[src/rtl/stream_demux_3_pkg.sv]
// Shared constants and types for the three-way stream demultiplexer.
// Select encoding matches the three-way select mux: code 3 aliases to C.
package stream_demux_3_pkg;

    localparam logic [1:0] SEL_A = 2'd0;
    localparam logic [1:0] SEL_B = 2'd1;
    localparam logic [1:0] SEL_C = 2'd2;

    localparam int FIFO_DEPTH = 2;

    typedef enum logic [1:0] {
        EMPTY = 2'd0,
        ONE   = 2'd1,
        FULL  = 2'd2
    } fifo_cnt_e;

    // One-hot {c, b, a}; any code other than A or B lands on C.
    function automatic logic [2:0] sel_onehot(input logic [1:0] sel);
        logic [2:0] oh;
        oh = 3'b000;
        unique case (sel)
            SEL_A:   oh = 3'b001;
            SEL_B:   oh = 3'b010;
            default: oh = 3'b100;
        endcase
        return oh;
    endfunction

endpackage

[src/rtl/stream_demux_3_fifo2.sv]
// Two-entry per-channel FIFO for the stream demux.
// No pass-through: a full FIFO refuses a push even while it is popped.
module demux_fifo2
    import stream_demux_3_pkg::*;
#(
    parameter int DATA_W = 16
) (
    input  logic              clk,
    input  logic              arst_n,
    input  logic              push,
    input  logic [DATA_W-1:0] push_data,
    output logic              full,
    input  logic              pop,
    output logic              head_valid,
    output logic [DATA_W-1:0] head_data
);

    logic [DATA_W-1:0] mem [FIFO_DEPTH];
    logic [DATA_W-1:0] last;
    logic              wptr;
    logic              rptr;
    fifo_cnt_e         cnt;

    always_ff @(posedge clk or negedge arst_n) begin
        if (!arst_n) begin
            for (int i = 0; i < FIFO_DEPTH; i++) begin
                mem[i] <= '0;
            end
            last <= '0;
            wptr <= 1'b0;
            rptr <= 1'b0;
            cnt  <= EMPTY;
        end else begin
            if (push) begin
                mem[wptr] <= push_data;
                wptr      <= ~wptr;
            end
            if (pop) begin
                last <= mem[rptr];
                rptr <= ~rptr;
            end
            unique case ({push, pop})
                2'b10:   cnt <= (cnt == EMPTY) ? ONE : FULL;
                2'b01:   cnt <= (cnt == FULL) ? ONE : EMPTY;
                default: cnt <= cnt;
            endcase
        end
    end

    assign full       = (cnt == FULL);
    assign head_valid = (cnt != EMPTY);
    // Once drained, keep showing the word most recently handed out.
    assign head_data  = head_valid ? mem[rptr] : last;

endmodule

[src/rtl/stream_demux_3.sv]
// 1-to-3 stream demultiplexer with an independent 2-deep FIFO per channel.
// in_ready depends only on the selected FIFO's fill, never on consumer ready.
module stream_demux_3
    import stream_demux_3_pkg::*;
#(
    parameter int DATA_W = 16
) (
    input  logic              clk,
    input  logic              arst_n,
    input  logic              in_valid,
    output logic              in_ready,
    input  logic [DATA_W-1:0] in_data,
    input  logic [1:0]        in_select,
    output logic              out_a_valid,
    input  logic              out_a_ready,
    output logic [DATA_W-1:0] out_a_data,
    output logic              out_b_valid,
    input  logic              out_b_ready,
    output logic [DATA_W-1:0] out_b_data,
    output logic              out_c_valid,
    input  logic              out_c_ready,
    output logic [DATA_W-1:0] out_c_data,
    output logic              busy
);

    logic [2:0] sel_oh;
    logic [2:0] full;
    logic [2:0] push;
    logic       accept;

    assign sel_oh   = sel_onehot(in_select);
    assign in_ready = |(sel_oh & ~full);
    assign accept   = in_valid & in_ready;
    assign push     = sel_oh & {3{accept}};
    assign busy     = out_a_valid | out_b_valid | out_c_valid;

    demux_fifo2 #(.DATA_W(DATA_W)) u_fifo_a (
        .clk        (clk),
        .arst_n     (arst_n),
        .push       (push[0]),
        .push_data  (in_data),
        .full       (full[0]),
        .pop        (out_a_valid & out_a_ready),
        .head_valid (out_a_valid),
        .head_data  (out_a_data)
    );

    demux_fifo2 #(.DATA_W(DATA_W)) u_fifo_b (
        .clk        (clk),
        .arst_n     (arst_n),
        .push       (push[1]),
        .push_data  (in_data),
        .full       (full[1]),
        .pop        (out_b_valid & out_b_ready),
        .head_valid (out_b_valid),
        .head_data  (out_b_data)
    );

    demux_fifo2 #(.DATA_W(DATA_W)) u_fifo_c (
        .clk        (clk),
        .arst_n     (arst_n),
        .push       (push[2]),
        .push_data  (in_data),
        .full       (full[2]),
        .pop        (out_c_valid & out_c_ready),
        .head_valid (out_c_valid),
        .head_data  (out_c_data)
    );

    // A stalled producer must hold its word and destination.
    a_hold_stable : assert property (
        @(posedge clk) disable iff (!arst_n)
        (in_valid && !in_ready) |=>
            (!in_valid || ($stable(in_data) && $stable(in_select)))
    );

endmodule

[config.mk]
export PLATFORM = sky130hd
export DESIGN_NAME = stream_demux_3
export DESIGN_NICKNAME = d
export VERILOG_FILES = /design/src/rtl/stream_demux_3_pkg.sv /design/src/rtl/stream_demux_3_fifo2.sv /design/src/rtl/stream_demux_3.sv
export SDC_FILE = /design/constraint.sdc
export NUM_CORES = 1
export LEC_CHECK = 0
export ABC_AREA = 0
export BUFFER_PORTS_ARGS = -buffer_cell sky130_fd_sc_hd__buf_4
export CORE_UTILIZATION = 50
export DETAILED_ROUTE_END_ITERATION = 16
export PLACE_DENSITY_LB_ADDON = 0.05
export RECOVER_POWER = 50
export SLEW_MARGIN = 0
export SYNTH_ARGS = -nofsm -noshare
export SYNTH_HDL_FRONTEND = slang
export SYNTH_SLANG_ARGS = --single-unit
[constraint.sdc]
create_clock -name clk -period 2 [get_ports clk]
set_input_delay 0.3 -clock clk [delete_from_list [all_inputs] [get_ports clk]]
set_output_delay 0.3 -clock clk [all_outputs]
set_load 0.02 [all_outputs]
; After elaboration in Yosys (flattened, before gate mapping)
; Cells that the tools add are included.
[word_totals]
register_bits = 156
input_bits = 24
out_inout_bits = 53
elab_cells = 103
[op_classes]
magnitude_cmp = 9
eq_ne = 10
n_mux = 31
n_bitwise = 21
reduce_logical = 14
[op_table]
columns = cell, n
row1 = $mux W16, 15
row2 = $bwmux W32, 3
row3 = $demux W16 S1, 3
row4 = $eq A2 B2 Y1 const B, 6
row5 = $ge A2 B2 Y1 const B, 6
row6 = $not A1 Y2, 6
row7 = $pmux W2 S2, 3
row8 = $reduce_bool A2 Y1, 6
row9 = $eq A2 B1 Y1 const B, 4
row10 = $logic_not A2 Y1, 4
row11 = $and A3 B3 Y3, 2
row12 = $lt A2 B1 Y1 const B, 3
row13 = $mux W2, 3
row14 = $not A1 Y1, 6
row15 = $pmux W3 S2, 1
row16 = $and A1 B1 Y1, 4
row17 = $logic_and A1 B1 Y1, 3
row18 = $mux W1, 3
row19 = $not A3 Y3, 1
row20 = $reduce_or A3 Y1, 1
row21 = $or A1 B1 Y1, 2

; Depth between registers and ports, before layout
; Gate-level depths: netlist (run 1).
[logic_depth]
word_depth = 8
ltp_mapped = 7
mapped_depth_nobuf = 6

; By module
; Synthesis (run 1) repeated with hierarchy kept, for this count alone.
[unflattened]
hier_cells = 591
hier_area_um2 = 7194.4
[by_module_without_submodules]
columns = module, n_inst, cells_per_inst, area_each_um2, seq_area_each_um2
row1 = demux_fifo2, 3, 194, 2373.5, 1301.2
row2 = stream_demux_3, 1, 9, 73.8, 0.0

; Worst setup path after synthesis (run 1)
; No wires, ideal clock.
[synth_path]
path_type = flip-flop to output port
startpoint = register u_fifo_c.cnt[1]
endpoint = output out_c_data[10]
arrival_time_ps = 1540
path_slack_ps = 160
stages_incl_launch_ff = 5
cell_sequence = dfrtp_1 -> or2_2 -> buf_2 -> clkbuf_1 -> a21oi_1
[synth_via]
elab_chain_len = 2
[synth_lines]
columns = item, line
row1 = from (decl), stream_demux_3_fifo2.sv:22  ; fifo_cnt_e cnt;
row2 = from (signal assigned), stream_demux_3_fifo2.sv:43  ; 2'b10: cnt <= (cnt == EMPTY) ? ONE : FULL;
row3 = from (signal assigned), stream_demux_3_fifo2.sv:44  ; 2'b01: cnt <= (cnt == FULL) ? ONE : EMPTY;
row4 = from (signal assigned), stream_demux_3_fifo2.sv:45  ; default: cnt <= cnt;
row5 = $reduce_bool A2 Y1, stream_demux_3_fifo2.sv:51  ; assign head_valid = (cnt != EMPTY);
row6 = net out_c_valid, stream_demux_3.sv:20  ; output logic out_c_valid,
row7 = $mux W16, stream_demux_3_fifo2.sv:53  ; assign head_data = head_valid ? mem[rptr] : last;
row8 = to (decl), stream_demux_3.sv:22  ; output logic [DATA_W-1:0] out_c_data,
; The timed path passes the listed nets, and every way through them passes these cells.

; Final worst setup path (run 1)
[layout_path]
startpoint = register u_fifo_b.cnt[1]
endpoint = output busy
[layout_via]
elab_chain_len = 3
[layout_lines]
columns = item, line
row1 = from (decl), stream_demux_3_fifo2.sv:22
row2 = from (signal assigned), stream_demux_3_fifo2.sv:43
row3 = from (signal assigned), stream_demux_3_fifo2.sv:44
row4 = from (signal assigned), stream_demux_3_fifo2.sv:45
row5 = $reduce_bool A2 Y1, stream_demux_3_fifo2.sv:51
row6 = $or A1 B1 Y1 (2 in a row), stream_demux_3.sv:35  ; assign busy = out_a_valid | out_b_valid | out_c_valid;
row7 = to (decl), stream_demux_3.sv:23  ; output logic busy
; No other way between the ends.

==> metrics.yaml, run 1 <==
dieArea_um2: 14500
final_util_pct: 63.76
die_w_um: 120.4
outcome: "completed"
cts_buffers: 17
grt_usage_pct: 21.36
dp_hpwl_mm: 9.802
dp.cells: 814
startpoint_type: "flip-flop"
netlist_top_cells_count: "156 x dfrtp_1, 75 x mux2_2, 52 x a21oi_1"
critPathSlowestCell: "dfrtp_1"
die_height_um: 120.4
rsz0062_at_grt: "false"
wl_per_cell_um: 16.87
critPathCaptureType: "primary output"
drtPass1Iterations: 4
clkSinkCount: 156
fill_cells: 1105
cp_max_fo: 3
ys_warn_count: 0
grt_use_met1_pct: 30.16
overflow: 0
maxSlewViolCount: 0
vias_per_cell: 5.350
grt_pass1_wl_mm: 23.43
nets: 694
grt.busiest_layer: "met2"
clock_latency_ns: 0.42
core_area_um2: 13450
route.vias.total: 4585
fin_crit_ns: 1.959
path_cells: "or2_4 > or3_1 > buf_4"
drt-initial-drc-count: 234
crit_required_ns: 1.70
async_reset_ff_share_pct: 100.0
path_class: "reg -> out"
yosys.cell_types.count: 39
drc: 0
synth_area_um2: 7013
io_pins: 77
path_delay_family: "simple AND/OR/NAND/NOR gates"
setup_violations: 0
r2r_setup_slack_ns: 0.33
synth_area_leaders: "dfrtp_1 56%, mux2_2 12%, mux2i_1 7.0%"
tritoncts: "done"
syn_to_final_growth_pct: 22.30
total_power_mw: 15.96
powerDensity_nw_per_um2: 1861
syn_nets: 607
final_cells: 857
synth_enable_flop_cells: 0
grt_pass1_vias: 4553
leakage_nw: 4.063
cts_root_buf: "clkbuf_16"
final.setup.tns_ns: 0
clockBufferDepth: 2
tightest_slew_ns: 0.8692
whs_ns: 0.1740
crit_arrival_ns: 1.66
syn_area_per_cell_um2: 12.07
ys.flop_type: "dfrtp_1"
initial_core_util_pct: 52.13
drv_cap: 0
fp-row-count: 42
grt_max_degree: 68
slew_headroom_pct: 42.05
period_share_pct: 97.94
synth-seq-area-share_pct: 55.66
clk_pin_slew_ns: 0.06
ant_nets: 0
drive_gt1_share_pct: 36.86
synth_top_cell_by_area: "dfrtp_1"
synthesis.instances: 581
slowest_delay_ns: 0.40
antenna_found_initial: 0
ir_drop_mv: 1.174
grtUsageMet3_pct: 5.236
max_freq_ghz: 0.5105
synth_seq_cells: 156
use_met2_pct: 32.11
hold_violations: 0
netlist.area_leader.share_pct: 55.66
diodes: 0
cp.buffers_inverters: 1
htreeDepth: 4
gp_congestion: 0.7645
finClkSkew_ns: 0.006066
port_buffers: 76
hold_path.class: "in -> reg"
wl_mm: 14.46
yosysMostFrequentCell: "dfrtp_1"
[routing by layer]
| layer | vias to the layer above | wire (µm) |
|---|---|---|
| li1 | 2185 | - |
| met1 | 2298 | 7001 |
| met2 | 86 | 6701 |
| met3 | 16 | 548 |
| met4 | 0 | 208 |
| met5 | - | 0 |
[layout make-up]
type	instances	area [µm²]	area share, %
tap	176	220.2	2.567
clock inverter	6	130.1	1.517
multi-input combinational	385	2957	34.47
sequential	156	3908	45.56
timing repair buffer	103	834.6	9.730
inverter	5	18.77	0.2188
clock buffer	26	509.2	5.937
[cells by family after synthesis]
group / Yosys count / synth area share (%)
mux: 145 / 23.48
buf+inv: 40 / 2.801
simple gates: 121 / 8.742
fa+ha+maj: 3 / 0.5173
flops: 156 / 55.66
compound gates: 109 / 7.921
xor+xnor: 7 / 0.8742
[cell usage in the layout (no fill, tap or decap), types with 6 or more instances in the layout]
cell,synthesis,routed
o21ai_0,50,52
mux2i_1,49,48
nor2_1,48,44
clkbuf_1,20,6
nand2_1,49,49
buf_4,2,87
dfrtp_1,156,153
a21oi_1,52,47
clkbuf_16,0,18
mux2_2,75,75
mux2_4,20,20
[worst paths after layout]
kind                                          startpoint                             to  depth (start not counted)
min in group asynchronous                         arst_n   u_fifo_b.last[3]$_DFFE_PN0N_                          2
min reg2reg                u_fifo_b.last[12]$_DFFE_PN0N_  u_fifo_b.last[12]$_DFFE_PN0N_                          2
max in group asynchronous                         arst_n   u_fifo_c.last[8]$_DFFE_PN0P_                          3
max reg2reg                  u_fifo_c.cnt[0]$_DFFE_PN0P_  u_fifo_c.last[15]$_DFFE_PN0P_                          4
max                          u_fifo_b.cnt[1]$_DFFE_PN0P_                           busy                          3
min                                          in_data[14]   u_fifo_b.mem[14]$_DFFE_PN0P_                          2
[where the power goes]
part / internal [mW] / switching (mW) / total [mW]
Clock: 2.25 / 1.20 / 3.45
Sequential: 4.64 / 0.786 / 5.43
Combinational: 3.34 / 3.74 / 7.08
[flip-flops by register name, summed over array words and instances (netlist names)]
register	cells
u_fifo_a.cnt	2
u_fifo_c.cnt	2
u_fifo_a.rptr	1
u_fifo_b.rptr	1
u_fifo_a.last	16
u_fifo_b.cnt	2
u_fifo_c.wptr	1
u_fifo_c.last	16
u_fifo_c.mem	32
u_fifo_b.mem	32
u_fifo_b.wptr	1
u_fifo_b.last	16
u_fifo_a.wptr	1
u_fifo_a.mem	32
u_fifo_c.rptr	1
[stage by stage]
step                      setup WS, ns  cell area, µm²
final                          0.04113            8577
after global routing          0.003499            8577
after CTS                      0.01621            8539
after detailed placement        0.3142            7811
after global placement          0.3310            7811
after floorplan                 0.1600            7013
[timing repair]
action                                  4_1_cts  5_1_grt
gates cloned                                  0        1
endpoints found under the setup margin       46       38
buffers inserted                              6        3
resized for setup                            12       12
hold buffers                                  1        0
endpoints found under the hold margin        33        0
pin swaps                                     1        1
No activity file was read; power rests on OpenSTA's default activity.
==> run 2: changes to the inputs <==
==> constraint.sdc (replaced) <==
create_clock -name clk -period 2 [get_ports clk]
set_input_delay 0.1 -clock clk [delete_from_list [all_inputs] [get_ports clk]]
set_output_delay 0.1 -clock clk [all_outputs]
set_load 0.02 [all_outputs]
==> run 2 against run 1 <==
Against the previous run: clock power grew 2%; worst setup slack improved by 0.072 ns; non-clock buffer count up 5; maximum frequency rose by 3.8%; sequential power rose by 0.9%; total power decreased by 0.74%; via count fell by 0.46%; highest routed layer unchanged.
==> metrics.yaml, run 2 (synthesis results as in run 1) <==
cts_buffers: 17
hold_violations: 0
crit_arrival_ns: 1.79
outcome: "completed"
startpoint_type: "flip-flop"
max_freq_ghz: 0.5300
core_area_um2: 13450
port_buffers: 76
io_pins: 77
die_height_um: 120.4
drv_cap: 0
clockBufferDepth: 2
drive_gt1_share_pct: 33.53
wl_mm: 14.36
wl_met3_um: 478
ir_drop_mv: 1.243
highest-signal-layer: "met4"
layout_common_cells: "156 x dfrtp_1, 79 x buf_4, 75 x mux2_2, 53 x o21ai_0"
antenna_found_initial: 0
p_int_mw: 10.18
p_sw_share_pct: 35.73
drc: 0
maxSlewViolCount: 0
setup_violations: 0
r2r_cells: 6
r2r_setup_slack_ns: 0.35
tightest_slew_ns: 0.9473
layout_commonest_cell: "dfrtp_1"
wl_per_cell_um: 16.66
min_to: "u_fifo_b.cnt[0]$_DFFE_PN0P_"
slew_headroom_pct: 36.85
dieArea_um2: 14500
drt-initial-drc-count: 248
grt_usage_pct: 21.63
fill_cells: 1070
overflow: 0
r2r-end: "u_fifo_a.cnt[0]$_DFFE_PN0P_"
clock_latency_ns: 0.42
path_cells: "or2_2 > buf_6 > nor2_1 > a21oi_2 > buf_4"
grt_max_degree: 61
path_class: "reg -> out"
critPathSlowestCell: "dfrtp_1"
final_util_pct: 63.96
route.vias.total: 4564
met2_wirelength_mm: 6.866
powerDensity_nw_per_um2: 1841
cts_root_buf: "clkbuf_16"
fin_crit_ns: 1.887
syn_to_final_growth_pct: 22.69
fp-row-count: 42
switching_power_mw: 5.660
diodes: 0
rsz0062_at_grt: "false"
period_share_pct: 94.34
nets: 699
seqPwrFrac_pct: 34.6
final.setup.tns_ns: 0
htreeDepth: 4
dp_hpwl_mm: 9.703
power_frac_clock_pct: 22.3
initial_core_util_pct: 52.13
slowest_delay_ns: 0.42
r2r-start: "u_fifo_a.cnt[0]$_DFFE_PN0P_"
critPathCaptureType: "primary output"
cp_max_fo: 33
whs_path_depth: 4
grt_pass1_wl_mm: 23.89
seq_area_um2: 3904
drtPass1Iterations: 5
clk_pin_slew_ns: 0.06
multiInputGateArea_um2: 2917
leakage_nw: 4.081
wl_met1_mm: 6.877
gp_congestion: 0.7432
finClkSkew_ns: 0.006711
ant_nets: 0
grt_pass1_vias: 4649
crit_required_ns: 1.90
clkSinkCount: 156
die_w_um: 120.4
tritoncts: "done"
hold_path.class: "in -> reg"
reg_top3: "u_fifo_a.mem (32), u_fifo_b.mem (32), u_fifo_c.mem (32)"
vias_per_cell: 5.295
p_comb_share_pct: 43.1
worstHoldStart: "out_b_ready"
==> run 2: changes by cell type in the layout (fill, tap and decap cells not counted), sizes merged <==
| cell | delta |
|---|---|
| clkinv | -1 |
| buf | -9 |
| clkbuf | -1 |
| dlygate4sd3 | +16 |
==> run 2: timing repair <==
| item | in CTS | in global routing |
|---|---|---|
| buffers inserted | 0 | 0 |
| endpoints found under the hold margin | 152 | 0 |
| endpoints found under the setup margin | 2 | 19 |
| resized for setup | 1 | 6 |
| hold buffers | 17 | 0 |
==> run 2: area by class of cell <==
class / instances / share of cell area [%]
Tap cell: 176 / 2.559
Multi-Input combinational cell: 385 / 33.90
Clock buffer: 27 / 6.195
Sequential cell: 156 / 45.37
Clock inverter: 5 / 1.454
Inverter: 5 / 0.2181
Timing Repair Buffer: 108 / 10.31
==> run 2: critical path: cells and delay by family (launching register included) <==
kind	cells	cell delay (ns)
buffers and inverters	2	0.37
and+or+nand+nor	2	0.52
DFF	1	0.42
AOI/OAI and AO/OA	1	0.06
==> run 2: power groups by stage <==
stage          clock network, mW  registers (mW)  logic, mW
2_1_floorplan                  0            5.25       4.67
3_3_place_gp                   0            5.43       6.68
3_5_place_dp                   0            5.54       6.83
4_1_cts                     3.58            5.50       6.91
5_1_grt                     3.70            5.67       7.44
6_report                    3.53            5.48       6.83
==> run 2: worst max path at each step <==
stage	startpoint	slack, ns	endpoint
global route	u_fifo_a.cnt[1]$_DFFE_PN0P_	0.04	out_a_data[10]
finish	u_fifo_a.cnt[1]$_DFFE_PN0P_	0.11	out_a_data[14]
detailed placement	u_fifo_a.cnt[0]$_DFFE_PN0P_	0.41	u_fifo_a.cnt[0]$_DFFE_PN0P_
CTS	u_fifo_a.cnt[1]$_DFFE_PN0P_	0.03	out_a_data[14]
global placement	u_fifo_c.cnt[1]$_DFFE_PN0P_	0.43	out_c_data[5]
floorplan	u_fifo_c.cnt[1]$_DFFE_PN0P_	0.28	u_fifo_c.cnt[1]$_DFFE_PN0P_
==> run 2: per-layer routing <==
layer	GRT usage, %	vias up
met2	34.23	75
met1	29.88	2280
met3	5.189	14
li1	-	2195
met5	0	-
met4	5.787	0
==> run 2: per-stage QoR <==
| step | cell area, µm² | worst slack [ns] | power, mW | cells | hold WS (ns) |
|---|---|---|---|---|---|
| 2_1_floorplan | 7013 | 0.2809 | 9.919 | 581 | -0.1956 |
| 5_1_grt | 8605 | 0.03741 | 16.82 | 862 | 0.07147 |
| 3_3_place_gp | 7816 | 0.4332 | 12.11 | 813 | 0.1126 |
| 6_report | 8605 | 0.1133 | 15.84 | 862 | 0.06232 |
| 3_5_place_dp | 7816 | 0.4136 | 12.37 | 813 | 0.1159 |
| 4_1_cts | 8647 | 0.03155 | 15.99 | 862 | 0.07256 |
==> run 3: changes to the inputs <==
Settings changed: RECOVER_POWER 50 to default.
==> run 3 against run 2 <==
Against the previous run: combinational power rose by 0.6%; flip-flop and latch count did not move; global-route usage did not move; first-iteration DRC count fell by 13%; critical path depth did not move; sequential share of layout area fell by 0.31 points; clock skew barely moved; worst setup slack got worse by 0.015 ns; highest routed layer unchanged; maximum frequency fell by 0.77%; cell area rose by 0.73%; die area did not move; final cell count did not move.
==> metrics.yaml, run 3 (synthesis results as in run 1) <==
path_delay_family: "simple AND/OR/NAND/NOR gates"
fill_cells: 1057
grt_usage_pct: 21.63
tightest_slew_ns: 0.5686
dpl-instance-area_um2: 7816
core_area_um2: 13450
cts_root_buf: "clkbuf_16"
startpoint_type: "flip-flop"
fin_area_um2: 8667
route.vias.total: 4573
cp.buffers_inverters: 2
critPathSlowestCell: "dfrtp_1"
rsz0062_at_grt: "false"
io_pins: 77
crit_path_start: "u_fifo_a.cnt[1]$_DFFE_PN0P_"
grt_pass1_vias: 4649
cp_max_fo: 33
finClkSkew_ns: 0.007083
fin_crit_ns: 1.901
fp-row-count: 42
cts_buffers: 17
max_freq_ghz: 0.5259
diodes: 0
hold_path.class: "in -> reg"
crit_required_ns: 1.90
clock_latency_ns: 0.42
clkSinkCount: 156
drtPass1Iterations: 5
port_buffers: 76
crit_arrival_ns: 1.80
grt_pass1_wl_mm: 23.89
wl_per_cell_um: 16.61
ir_drop_mv: 1.257
initial_core_util_pct: 52.13
nets: 699
path_class: "reg -> out"
dieArea_um2: 14500
drt-initial-drc-count: 217
overflow: 0
reg_top3: "u_fifo_a.mem (32), u_fifo_b.mem (32), u_fifo_c.mem (32)"
htreeDepth: 4
slew_headroom_pct: 62.10
wl_mm: 14.32
seq_area_um2: 3905
layout_common_cells: "155 x dfrtp_1, 83 x buf_4, 75 x mux2_2, 50 x o21ai_0"
worst-path-stages: 5
layout_commonest_cell: "dfrtp_1"
dp_hpwl_mm: 9.703
setup_violations: 0
drive_gt1_share_pct: 34.40
hold_violations: 0
slowest_delay_ns: 0.44
antenna_found_initial: 0
worstHoldStart: "out_b_ready"
die_w_um: 120.4
r2r-end: "u_fifo_c.mem[18]$_DFFE_PN0P_"
outcome: "completed"
ant_nets: 0
tritoncts: "done"
critPathCaptureType: "primary output"
maxSlewViolCount: 0
syn_to_final_growth_pct: 23.59
final.setup.tns_ns: 0
path_cells: "or2_2 > buf_6 > nor2_1 > a21oi_2 > buf_4"
vias_per_cell: 5.305
die_height_um: 120.4
drv_cap: 0
grt_max_degree: 61
period_share_pct: 95.07
r2r_setup_slack_ns: 0.41
r2r-start: "u_fifo_c.cnt[0]$_DFFE_PN0P_"
leakage_nw: 4.101
r2r_cells: 4
clockBufferDepth: 2
drc: 0
multiInputGateArea_um2: 2938
powerDensity_nw_per_um2: 1835
clk_pin_slew_ns: 0.06
cp-endpoint: "out_a_data[14]"
gp_congestion: 0.7432
total_power_mw: 15.90
## run 3: report_power, final
part           internal [mW]  leakage, nW  switching (mW)  total, mW
registers               4.64         1.90           0.865       5.50
logic                   3.26         1.87            3.61       6.87
clock network           2.32        0.324            1.20       3.53
total                   10.2         4.10            5.68       15.9
## run 3: worst reg2reg max path: stages, from the launching register on
cell	delay, ns
dfrtp_1	0.44
nand2b_4	0.19
and4b_1	0.18
buf_4	0.29
mux2_2	0.38
## run 3: worst min path at each step
stage                                   endpoint  slack (ns)  cells past startpoint
finish               u_fifo_b.cnt[0]$_DFFE_PN0P_        0.07                      4
global route         u_fifo_b.cnt[0]$_DFFE_PN0P_        0.08                      4
CTS                    u_fifo_a.wptr$_DFFE_PN0N_        0.07                      3
detailed placement  u_fifo_b.last[3]$_DFFE_PN0N_        0.12                      1
global placement    u_fifo_b.last[3]$_DFFE_PN0N_        0.11                      1
floorplan            u_fifo_a.cnt[0]$_DFFE_PN0P_       -0.20                      0
## run 3: routing by layer
layer	vias up	global-route usage (%)	part of all wire, %
li1	2201	-	-
met1	2271	29.88	47
met2	89	34.23	48
met3	12	5.189	4.2
met4	0	5.787	0.87
met5	-	0	0
## run 3: what timing repair did
| item | in CTS | in global routing |
|---|---|---|
| buffers inserted | 0 | 0 |
| resized for setup | 1 | 6 |
| hold endpoints to repair | 152 | 0 |
| hold buffers | 17 | 0 |
| endpoints found under the setup margin | 2 | 19 |
## run 3: metrics by stage
stage	utilization, %	setup WS [ns]	instances	hold slack [ns]
2_1_floorplan	-	0.2809	581	-0.1956
3_3_place_gp	58.10	0.4332	813	0.1126
3_5_place_dp	58.10	0.4136	813	0.1159
4_1_cts	64.28	0.03155	862	0.07256
5_1_grt	64.43	0.009857	862	0.08030
6_report	64.43	0.09852	862	0.07278
## run 3: final cells by class
| type | instances | area share [%] |
|---|---|---|
| inverters | 5 | 0.2165 |
| repair buffers | 108 | 10.70 |
| well taps | 176 | 2.541 |
| multi-input cells | 385 | 33.90 |
| clock inverters | 5 | 1.444 |
| flip-flops and latches | 156 | 45.06 |
| clock buffers | 27 | 6.150 |
